### src/rtl/fpu_resp_credit_buffer.sv
// Credit-gated response buffer between the FPU interconnect and the FPU wrapper.
// The FPU result path cannot be stalled. New requests are admitted only while
// inflight + count is below DEPTH, so every in-flight result has a FIFO slot.
// Buffered results are returned with a valid/ready handshake, in FPU return order.
module fpu_resp_credit_buffer #(
    parameter int ID_WIDTH        = 9,
    parameter int DATA_WIDTH      = 32,
    parameter int FLAGS_OUT_WIDTH = 5,
    parameter int DEPTH           = 4,
    parameter int CNT_WIDTH       = $clog2(DEPTH + 1)
) (
    input  logic                       clk,
    input  logic                       rst_n,
    input  logic                       s_req_i,
    output logic                       s_gnt_o,
    output logic                       m_req_o,
    input  logic                       m_gnt_i,
    input  logic                       fpu_rvalid_i,
    input  logic [DATA_WIDTH-1:0]      fpu_rdata_i,
    input  logic [FLAGS_OUT_WIDTH-1:0] fpu_rflags_i,
    input  logic [ID_WIDTH-1:0]        fpu_rID_i,
    output logic                       s_rvalid_o,
    input  logic                       s_rready_i,
    output logic [DATA_WIDTH-1:0]      s_rdata_o,
    output logic [FLAGS_OUT_WIDTH-1:0] s_rflags_o,
    output logic [ID_WIDTH-1:0]        s_rID_o,
    output logic [CNT_WIDTH-1:0]       credits_o,
    output logic                       overflow_o
);

    localparam int PTR_WIDTH   = (DEPTH > 1) ? $clog2(DEPTH) : 1;
    localparam int ENTRY_WIDTH = DATA_WIDTH + FLAGS_OUT_WIDTH + ID_WIDTH;
    localparam logic [CNT_WIDTH-1:0] DEPTH_CNT = CNT_WIDTH'(DEPTH);
    localparam logic [PTR_WIDTH-1:0] LAST_PTR  = PTR_WIDTH'(DEPTH - 1);

    logic [CNT_WIDTH-1:0]   inflight;
    logic [CNT_WIDTH-1:0]   inflight_next;
    logic [CNT_WIDTH-1:0]   count;
    logic [CNT_WIDTH-1:0]   count_next;
    logic [PTR_WIDTH-1:0]   rd_ptr;
    logic [PTR_WIDTH-1:0]   wr_ptr;
    logic [ENTRY_WIDTH-1:0] mem [DEPTH];
    logic                   overflow;

    logic [CNT_WIDTH:0]     occupancy;
    logic                   has_credit;
    logic                   issue;
    logic                   push;
    logic                   pop;
    logic                   full;
    logic                   push_ok;

    // Request gating and handshake decode, from registered counters only
    always_comb begin
        occupancy  = {1'b0, inflight} + {1'b0, count};
        has_credit = occupancy < {1'b0, DEPTH_CNT};
        m_req_o    = s_req_i & has_credit;
        s_gnt_o    = m_req_o & m_gnt_i;
        issue      = s_gnt_o;
        push       = fpu_rvalid_i;
        full       = (count == DEPTH_CNT);
        pop        = (count != '0) & s_rready_i;
        // a full FIFO can still take a result when the head leaves this cycle
        push_ok    = push & (~full | pop);
    end

    // Next-state arithmetic for the in-flight and occupancy counters
    always_comb begin
        inflight_next = inflight;
        if (issue && !push) begin
            inflight_next = inflight + 1'b1;
        end else if (!issue && push && (inflight != '0)) begin
            // a spurious result with nothing outstanding leaves inflight at 0
            inflight_next = inflight - 1'b1;
        end

        count_next = count;
        if (push_ok && !pop) begin
            count_next = count + 1'b1;
        end else if (!push_ok && pop) begin
            count_next = count - 1'b1;
        end
    end

    // Counter, pointer and sticky overflow registers
    always_ff @(posedge clk or negedge rst_n) begin
        if (!rst_n) begin
            inflight <= '0;
            count    <= '0;
            rd_ptr   <= '0;
            wr_ptr   <= '0;
            overflow <= 1'b0;
        end else begin
            inflight <= inflight_next;
            count    <= count_next;
            if (pop) begin
                rd_ptr <= (rd_ptr == LAST_PTR) ? '0 : rd_ptr + 1'b1;
            end
            if (push_ok) begin
                wr_ptr <= (wr_ptr == LAST_PTR) ? '0 : wr_ptr + 1'b1;
            end
            if (push && !push_ok) begin
                overflow <= 1'b1;
            end
        end
    end

    // Response storage; cleared on reset so the head reads zero when idle
    always_ff @(posedge clk or negedge rst_n) begin
        if (!rst_n) begin
            for (int i = 0; i < DEPTH; i++) begin
                mem[i] <= '0;
            end
        end else if (push_ok) begin
            mem[wr_ptr] <= {fpu_rdata_i, fpu_rflags_i, fpu_rID_i};
        end
    end

    // Head-of-FIFO presentation and credit report
    always_comb begin
        {s_rdata_o, s_rflags_o, s_rID_o} = mem[rd_ptr];
        s_rvalid_o = (count != '0);
        credits_o  = DEPTH_CNT - inflight - count;
        overflow_o = overflow;
    end

`ifndef SYNTHESIS
    a_occupancy_bound : assert property (@(posedge clk) disable iff (!rst_n)
        occupancy <= {1'b0, DEPTH_CNT});
    a_req_needs_credit : assert property (@(posedge clk) disable iff (!rst_n)
        !(m_req_o && !has_credit));
`endif

endmodule

### config.mk
export PLATFORM = sky130hd
export DESIGN_NAME = fpu_resp_credit_buffer
export DESIGN_NICKNAME = d
export VERILOG_FILES = /design/src/rtl/fpu_resp_credit_buffer.sv
export SDC_FILE = /design/constraint.sdc
export NUM_CORES = 1
export LEC_CHECK = 0
export CAP_MARGIN = 20
export CORE_MARGIN = 2
export CORE_UTILIZATION = 25
export DETAILED_ROUTE_END_ITERATION = 8
export PLACE_DENSITY = 0.49
export SYNTH_ARGS = -nofsm -noshare
export SYNTH_HDL_FRONTEND = slang
export SYNTH_SLANG_ARGS = --single-unit
### constraint.sdc
create_clock -name clk -period 2.3 [get_ports clk]
set_input_delay 0.23 -clock clk [delete_from_list [all_inputs] [get_ports clk]]
set_output_delay 0.23 -clock clk [all_outputs]
set_load 0.01 [all_outputs]
# Word-level counts from Yosys, hierarchy flattened
# Index checks and enable logic that the tools add are counted.
# classes
bitwise	8
muxes	12
n_eq_ne	3
n_reduce_logical	15
n_lt_le_gt_ge	4
addsub	9
# op_table
op	count
bitwise mux 184 bit	1
two-way mux 46 bit	3
binary-select mux 46 bit (select 2 bit)	1
demux 46 bit (select 2 bit)	1
two-way mux 3 bit	4
logical AND 1 bit	7
adder 3 x 1 -> 3 bit, second input constant	2
>= comparator 3 bit, second input constant	2
inverter 2 -> 3 bit	2
nonzero test 3 bit	2
subtractor 3 x 1 -> 3 bit, second input constant	2
adder 2 x 1 -> 2 bit, second input constant	2
adder 3 x 3 -> 4 bit	1
AND 1 bit	4
equality test 2 bit, second input constant	2
zero test 1 bit	4
< comparator 4 x 3 -> 1 bit, second input constant	1
two-way mux 2 bit	2
nonzero test 2 bit	2
equality test 3 bit, second input constant	1
< comparator 3 x 1 -> 1 bit, second input constant	1
subtractor 3 bit	1
subtractor 3 bit, first input constant	1
inverter 1 bit	1
OR 1 bit	1
# word_totals
out_inout_bits	53
word_cells	60
in_bits	52
regBits	195

# Logic depth before layout (Yosys ltp)
# depth
depth_word	9
depth_mapped	10
mapped_depth_nobuf	9

# Worst setup path before layout
# No wires, ideal clock.
# synth_path
kind	flip-flop to flip-flop
start	register inflight[2]
end	register inflight[2]
required_time_ps	2220
period_less_slack_ps	2331
n_path_buf	1
t_arrival_ps	2251
slack_ps	-31
setup_time_ps	80
path_stages_with_launch	11
path_cell_list	dfrtp_1 ha_1 nor4b_1 and3_1 buf_2 nand2_1 fa_1 inv_1 nor2_1 a22oi_1 xnor2_1
# synth_between
elab_chain_cells	8
word_cells_on_any_way	14
classes_between	add/sub (3); order compare (1); mux (2); bitwise (2); reduce/logical (6)
# synth_rtl
item	line_no	source
start: declaration	36	logic [CNT_WIDTH-1:0] inflight;
start signal: assignment	94	inflight <= inflight_next;
adder 3 x 3 -> 4 bit (*)	55	occupancy = {1'b0, inflight} + {1'b0, count};
< comparator 4 x 3 -> 1 bit (*)	56	has_credit = occupancy < {1'b0, DEPTH_CNT};
AND 1 bit (*)	57	m_req_o = s_req_i & has_credit;
AND 1 bit (*)	58	s_gnt_o = m_req_o & m_gnt_i;
via s_gnt_o	15	output logic s_gnt_o,
zero test 1 bit	72	end else if (!issue && push && (inflight != '0)) begin
logical AND 1 bit (2 in a row)	72	
nonzero test 2 bit (no source line)	-	
# Mark *: on every way through the listed nets, which the timed path passes. The rest lies on a longest branch. The select of a mux whose other input is x is not followed.
# A chain may end at the register's enable or synchronous reset.

# Worst setup path after layout
# layout_path
start	register count[2]
end	register count[2]
# layout_between
elab_chain_cells	7
word_cells_on_any_way	15
classes_between	add/sub (2); eq/ne (1); mux (2); bitwise (4); reduce/logical (6)
# layout_rtl
item	line_no	source
start: declaration	38	logic [CNT_WIDTH-1:0] count;
start signal: assignment	95	count <= count_next;
nonzero test 3 bit / equality test 3 bit (equally long branches)	62, 61	
AND 1 bit / inverter 1 bit (equally long branches)	62, 64	
OR 1 bit	64	push_ok = push & (~full | pop);
AND 1 bit	64	
zero test 1 bit	80	end else if (!push_ok && pop) begin
logical AND 1 bit	80	
nonzero test 2 bit (no source line)	-	
# Several ways; a longest one is shown, not always the timed one. The select of a mux whose other input is x is not followed.

==> impl_metrics.tcl <==
set metrics [dict create \
    die_h_um 190.2 \
    gp_congestion 0.7268 \
    tightest_slew_ps 553.4 \
    p_sw_share_pct 32.76 \
    synth.avg_cell_area_um2 16.86 \
    fillers 3361 \
    antenna_cells 0 \
    clockBufferDepth 2 \
    ir_worst_vdd_v 0.0006961 \
    dpl_cell_area_um2 10470 \
    post-place-ws_ps -6.918 \
    cp-start-kind "flip-flop" \
    layout.cells.non_filler 1116 \
    grt_max_degree 64 \
    relSlewSlack_pct 63.11 \
    root_buffer "clkbuf_16" \
    synth_top_cell_by_area "dfrtp_1" \
    syn_nets 580 \
    fp-row-count 68 \
    core_area_um2 34370 \
    ys_ff_latch 195 \
    vias_per_cell 4.444 \
    path_clk_slew_ps 80 \
    crit_type "reg2reg" \
    seq_area_frac_synth_pct 56.31 \
    io_buffers 104 \
    grt_use_total_pct 12.14 \
    yosys_warnings 0 \
    synth_top_cell_area_share_pct 56.31 \
    cts_made_buffers 17 \
    internal_power_w 0.01154 \
    firstDrtPassIters 4 \
    netlist_area_um2 8666 \
    ios 105 \
    fin_crit_ps 2248 \
    finalCritPeriodShare_pct 97.73 \
    synth_cells 514 \
    nNetsFinal 714 \
    htree_levels 4 \
    fin_ws_ps 52.22 \
    dp_hpwl_mm 12.82 \
    clock_sinks 195 \
    drc 0 \
    placed_cells 1068 \
    drt_wl_total_mm 21.01 \
    grt_pass1_vias 5716 \
    drt_iter0_drc 142 \
    die_area_um2 36170 \
    start_util_pct 25.21 \
    finalSetupViolations 0 \
    wl_per_cell_um 18.83 \
    finalClockSkew_ps 16.37 \
    timing_hold_violations_final 0 \
    synth_area_leaders "dfrtp_1 (56%), mux2_2 (23%), mux4_2 (12%)" \
    drv_cap 0 \
    cp.required_ps 2660 \
    power_frac_seq_pct 35.7 \
    p_per_area_nw_per_um2 1529 \
    final_common_cell "dfrtp_1" \
    final_antenna_net_count 0 \
    p_clk_share_pct 17.5 \
    fmax_mhz 444.9 \
    status "complete, no violations" \
    final_area_um2 11230 \
    rsz0062_at_grt "yes" \
    p_sw_w 0.005621 \
    cts_tree "done" \
    area_delta_synth_final_pct 29.54 \
    crit_fanout 3 \
    dieWidth_um 190.2 \
    leakage_nw 4.693 \
    hp-class "in2async" \
    critPathArrivalTime_ps 2600 \
    maxSlewViolCount 0 \
    yosys.cell_types.count 31 \
    drive_above_1_share_pct 49.32 \
    grt_pass1_wl_mm 32.94 \
    vias 4959 \
    mostFrequentLayoutCells "dfrtp_1 (192), mux2_2 (177), clkdlybuf4s50_1 (53)" \
    end_kind "flip-flop" \
    grt_overflow_total 0 \
    antenna_found_initial 0 \
    pwr-share-comb_pct 46.8 \
    clk_latency_ps 440 \
]
## power by group through the flow
stage	clock network [W]	logic [W]	registers [W]
after floorplan	0	0.00499	0.00585
after global placement	0	0.00812	0.00599
after detailed placement	0	0.00827	0.00619
after CTS	0.00315	0.00813	0.00614
after global routing	0.00327	0.00870	0.00636
final	0.00301	0.00803	0.00613
## timing repair
item,4_1_cts,5_1_grt
pin swaps,1,3
hold endpoints to repair,59,0
buffers inserted,13,1
gates resized for setup,102,29
gates cloned,2,1
hold buffers,1,0
endpoints found under the setup margin,51,37
## Yosys cell counts
master / number
or3_1: 1
buf_2: 9
a21oi_1: 1
a311oi_1: 1
nor4b_4: 1
and3_1: 1
mux2i_1: 1
a32oi_1: 1
ha_1: 12
nand2_1: 6
mux4_2: 46
buf_4: 12
o21ai_0: 3
a21o_1: 2
nand2_4: 3
nor2_1: 3
nor2_4: 1
inv_1: 8
mux2_2: 177
buf_1: 3
dfrtp_1: 195
nor4b_1: 1
nor3_1: 2
and2_1: 1
xnor2_1: 5
clkbuf_1: 3
fa_1: 2
a22oi_1: 1
xor2_1: 2
mux2_1: 9
nor2_2: 1
## worst max-delay path: stages (launching register included)
cell and delay, ps:
dfrtp_2 430, buf_4 150, or3_4 390, nand2_2 100
ha_2 190, inv_1 50, fa_2 330, xor2_1 160
nor2_1 150, xor2_1 200
## metrics by stage
step / hold WS [ps] / util [%] / power, W / setup TNS [ps]
global placement: 260.6 / 30.45 / 0.01411 / 0
global route: 371.9 / 32.66 / 0.01833 / -75.21
CTS: 343.0 / 32.55 / 0.01742 / -46.62
detailed placement: 266.5 / 30.45 / 0.01446 / -6.918
floorplan: -65.59 / - / 0.01084 / 0
finish: 342.0 / 32.66 / 0.01716 / 0
## cells by family (layout without fill, tap and decap cells)
group,Yosys count,after routing,synth area share [%]
multiplexers,233,233,36.24
XOR/XNOR,7,7,0.7075
AND/OR/NAND/NOR,21,21,1.689
AO/OA/AOI/OAI,9,9,0.6930
adder cells (fa/ha/maj),14,14,2.195
buffers and inverters,35,182,2.166
flip-flops,195,195,56.31
## final timing paths
kind	slack [ps]	endpoint	depth (start not counted)	startpoint
min in group clk	480	mem[132]	2	fpu_rdata_i[26]
worst min register to register	500	mem[94]	1	mem[94]
max in group asynchronous	1270	mem[163]	3	rst_n
worst max-delay path	50	count[2]	9	count[2]
worst max register to register	50	count[2]	9	count[2]
worst min-delay path	340	mem[87]	2	rst_n
## routing by layer
layer	vias to the layer above	routed length (µm)	global-route usage [%]
li1	2180	-	-
met1	2678	8817	14.21
met2	81	11220	21.86
met3	20	722	3.025
met4	0	257	3.637
met5	-	0	0
## cell type report
type / count / area (µm²) / area share [%]
clock inverters: 15 / 163.9 / 1.460
well taps: 455 / 569.3 / 5.071
multi-input cells: 284 / 3651 / 32.52
clock buffers: 17 / 425.4 / 3.790
inverters: 8 / 30.03 / 0.2675
flip-flops and latches: 195 / 4886 / 43.52
repair buffers: 142 / 1500 / 13.36
## flip-flops by register name, summed over array words and instances, names as in the netlist
name and cells:
rd_ptr 2, wr_ptr 2, count 3, inflight 3
overflow_o 1, mem 184
No activity file was read; power rests on OpenSTA's default activity.
==> patch 1, RTL diff (same flow settings) <==
Set the parameter `DEPTH` to 2 (it was 4).
--- a/src/rtl/fpu_resp_credit_buffer.sv
+++ b/src/rtl/fpu_resp_credit_buffer.sv
@@ -6,7 +6,7 @@
     parameter int ID_WIDTH        = 9,
     parameter int DATA_WIDTH      = 32,
     parameter int FLAGS_OUT_WIDTH = 5,
-    parameter int DEPTH           = 4,
+    parameter int DEPTH           = 2,
     parameter int CNT_WIDTH       = $clog2(DEPTH + 1)
 ) (
     input  logic                       clk,
Interface: changed (resized credits_o); port bits go from 105 to 104. The function was not compared with the original's and may differ.
==> patch 1 against the unedited design <==
  * Highest routed layer unchanged
  * Count of clock-buffer cells in the layout is 4 lower
  * Sequential cell count down 96
  * Worst setup slack better by 0.068 ns
  * Via count decreased by 46%
  * Critical path type is now reg2out
  * Total power down 46%
  * Wire length is 54% lower
  * Cell area is 44% lower
  * Area after synthesis shrank 47%
  * Sequential share of layout area shrank 3.8 points
==> patch 1: results (changes against the unedited design) <==
placement:
  dp.cells: 615  # -42%
  place.port_buffers: 103  # -0.96%
  gp_routability_congestion: 0.686  # -5.6%
clocking:
  post_cts_resize_count: 2  # -98%
  cts_setup_buffers: 0  # -13
  post_cts_clock_slew_at_the_launch_and_capture_registers_of_the_worst_setup_and_hold_paths_ns: 0.06  # -0.02 ns
  insertion_delay_ns: 0.34  # -0.10 ns
synthesis:
  synth.top_cells.by_area: "sky130_fd_sc_hd__dfrtp_1 (54%), sky130_fd_sc_hd__mux2_2 (24%), sky130_fd_sc_hd__mux2_4 (13%)"
  yosys.area_share.adder_pct: 1.53  # -0.66 points
  synth.mux.area_fraction_pct: 37.3  # +1.1 points
  synth-compound-area-share_pct: 0.548  # -0.14 points
  post_synth.cell_area_avg_um2: 16.0  # -5.3%
  mappedNetlistNets: 343  # -41%
  post_synth_xor_area_fraction_pct: 1.15  # +0.44 points
setup_path:
  worstReg2RegEnd: "inflight[1]"
  max_stage_delay_ns: 0.45  # +0.02 ns
  critPathMaxFanout: 2  # -1
  cp.arrival_ns: 1.95  # -0.65 ns
drt:
  initialDrtViolationCount: 51  # -64%
  vias: 2679  # -46%
  met1_length_um: 4260  # -52%
  routed_via_density: 4.25  # -4.5%
grt:
  use_met2_pct: 17.2  # -4.6 points
  global_route.usage.met1_pct: 12.9  # -1.3 points
  grt_pass1_vias: 3006  # -47%
  pin_count_of_the_biggest_net_entering_global_routing: 48  # -25%
  gr-usage-all-layers_pct: 10.5  # -1.6 points
  grt_first_pass_wirelength_um: 16000  # -51%
finish:
  drive_above_1_share_pct: 42.0  # -7.3 points
  nets: 455  # -36%
  biggestRegsByFlops: "mem: 92 flops, count: 2 flops, inflight: 2 flops"
status:
  run_status: "complete, no violations"
sta:
  finClkSkew_ns: 0.00277  # -0.0136 ns
power_and_ir_drop:
  p_leak_nw: 2.60  # -45%
patch 1: cell types whose count changed after synthesis, moves of 4 or more:
cell	delta
sky130_fd_sc_hd__buf_6	+4
sky130_fd_sc_hd__dfrtp_1	-96
sky130_fd_sc_hd__mux2_4	+40
sky130_fd_sc_hd__ha_1	-8
sky130_fd_sc_hd__nand2_1	-4
sky130_fd_sc_hd__mux2_2	-79
sky130_fd_sc_hd__mux2_1	-9
sky130_fd_sc_hd__mux4_2	-46
sky130_fd_sc_hd__buf_4	-12
sky130_fd_sc_hd__inv_1	-6
patch 1: critical path: cells and delay by family, from the launching register on:
| family | cells | cell delay [ns] |
|---|---|---|
| adders and majority gates | 2 | 0.66 |
| DFF | 1 | 0.38 |
| buffers and inverters | 1 | 0.27 |
| and+or+nand+nor | 1 | 0.31 |
patch 1: cells by family after synthesis:
logic type / count (synthesis)
adders and majority gates: 5
AOI/OAI and AO/OA: 4
muxes: 138
xor gates and xnor gates: 6
and+or+nand+nor: 18
buffers and inverters: 16
DFF: 99
patch 1: final cells by class:
class,count,area [µm²]
Clock inverter,2,35.0
Sequential cell,99,2480
Inverter,3,11.3
Timing Repair Buffer,114,1190
Clock buffer,13,260
Multi-Input combinational cell,171,1990
Tap cell,229,287
Fill cell,1727,11700
patch 1: stage by stage:
step / hold WS, ns / area (µm²) / worst slack, ns
4_1_cts: 0.435 / 6250 / 0.0825
3_5_place_dp: 0.276 / 5940 / 0.213
2_1_floorplan: -0.0656 / 4570 / 0.445
6_report: 0.428 / 6250 / 0.120
3_3_place_gp: 0.272 / 5940 / 0.207
5_1_grt: 0.471 / 6250 / 0.0206
patch 1: power by group:
part           internal, mW  switching, mW
logic                  3.05           1.67
clock network         0.896          0.633
registers              2.63          0.440
total                  6.58           2.74
==> patch 2, RTL diff (same settings) <==
Made on the original files. Make the reset (`rst_n`) synchronous in 2 clocked blocks.
--- a/src/rtl/fpu_resp_credit_buffer.sv
+++ b/src/rtl/fpu_resp_credit_buffer.sv
@@ -83,7 +83,7 @@
     end
 
     // Counter, pointer and sticky overflow registers
-    always_ff @(posedge clk or negedge rst_n) begin
+    always_ff @(posedge clk) begin
         if (!rst_n) begin
             inflight <= '0;
             count    <= '0;
@@ -106,7 +106,7 @@
     end
 
     // Response storage; cleared on reset so the head reads zero when idle
-    always_ff @(posedge clk or negedge rst_n) begin
+    always_ff @(posedge clk) begin
         if (!rst_n) begin
             for (int i = 0; i < DEPTH; i++) begin
                 mem[i] <= '0;
Check against the original RTL: differs if rst_n is asserted again (counterexample within 4 cycles, from zero or initial values and one cycle with rst_n low); with rst_n held inactive, the same outputs for 4 cycles.
==> patch 2 against the unedited design <==
  * Global-route usage grew 0.077 points
  * The flow now finishes with violations (negative setup slack)
  * Wire length up 0.67%
  * Worst setup slack got worse by 0.15 ns
  * Fmax shrank 6.2%
  * Area after synthesis down 0.38%
  * Cell area is 2.2% higher
  * Sequential cell count up 2
  * Via count down 1.4%
  * Synthesized cell count up 3.7%
  * First-iteration DRC count rose by 150%
Power is not compared: it rests on default switching activity, and its combinational part moved more than twofold at a synthesized area within 25%.
==> patch 2: results (changes against the unedited design) <==
finish:
  non_clock_buffer_share_of_cell_area_pct: 14.6  # +1.3 points
  non_clock_inverter_count: 9  # +1
  drive_above_1_share_pct: 23.1  # -26 points
  ff_latch_area_um2: 5800  # +19%
  utilization_pct: 33.5  # +0.81 points
  multi_input_combinational_cell_count: 297  # +4.6%
  multi_input_area_share_pct: 24.2  # -8.4 points
  area_share_clock_buf_inv_pct: 5.39  # +0.14 points
  number_of_fill_cells: 3322  # -1.2%
grt:
  pin_count_of_the_biggest_net_entering_global_routing: 47  # -27%
  gr-usage-all-layers_pct: 12.2  # +0.077 points
  global_route.usage.met1_pct: 15.4  # +1.2 points
  grt.met3_usage_pct: 2.82  # -0.20 points
  grt_first_pass_wirelength_um: 32300  # -1.8%
  grt_pass1_vias: 5339  # -6.6%
sta:
  setup_viol: 2  # +2
  fin_worst_hold_slack_ns: 0.493  # +0.151 ns
  final.setup.worst_slack_ns: -0.0973  # -0.150 ns
  tightestPinTransition_ns: 0.618  # +0.0650 ns
  setup-tns-final_ns: -0.154  # -0.154 ns
placement:
  placed_cell_area_um2: 10800  # +3.0%
  dp.cells: 1104  # +3.4%
synthesis:
  mappedNetlistNets: 596  # +2.8%
  synthArstFlopShare_pct: 0  # -100 points
  synth_cells: 533  # +3.7%
  synth-edff-count: 184  # +184
setup_path:
  cp.arrival_ns: 2.75  # +0.15 ns
  critPathSlowestCell: "sky130_fd_sc_hd__or4b_4"
  worstReg2RegEnd: "inflight[2]"
drt:
  met1_length_um: 9330  # +5.8%
  met3RoutedLength_um: 680  # -5.8%
  dr_wl_met2_um: 10900  # -2.5%
status:
  violations: "negative setup slack"
  run_status: "finished with violations"
hold_path:
  min_path_type: "reg2reg"
clocking:
  post_cts_resize_count: 56  # -45%
  numClockSinks: 197  # +1.0%
patch 2: cell types whose count changed in the layout (fill, tap and decap cells not counted), moves of 8 or more:
cell / unedited run / this run
sky130_fd_sc_hd__edfxtp_1: 0 / 184
sky130_fd_sc_hd__mux2_2: 177 / 0
sky130_fd_sc_hd__buf_6: 10 / 1
sky130_fd_sc_hd__dlygate4sd2_1: 23 / 44
sky130_fd_sc_hd__buf_12: 14 / 24
sky130_fd_sc_hd__buf_4: 16 / 30
sky130_fd_sc_hd__dfrtp_1: 192 / 0
sky130_fd_sc_hd__and2_1: 1 / 184
sky130_fd_sc_hd__mux2_1: 9 / 0
sky130_fd_sc_hd__clkdlybuf4s15_1: 9 / 1
patch 2: cell families after synthesis:
kind of cell | share of synthesized area [%]
buffers and inverters | 1.81
XOR/XNOR | 0.406
AO/OA/AOI/OAI | 0.768
multiplexers | 12.7
adder cells (fa/ha/maj) | 1.77
AND/OR/NAND/NOR | 15.5
flip-flops | 67.0
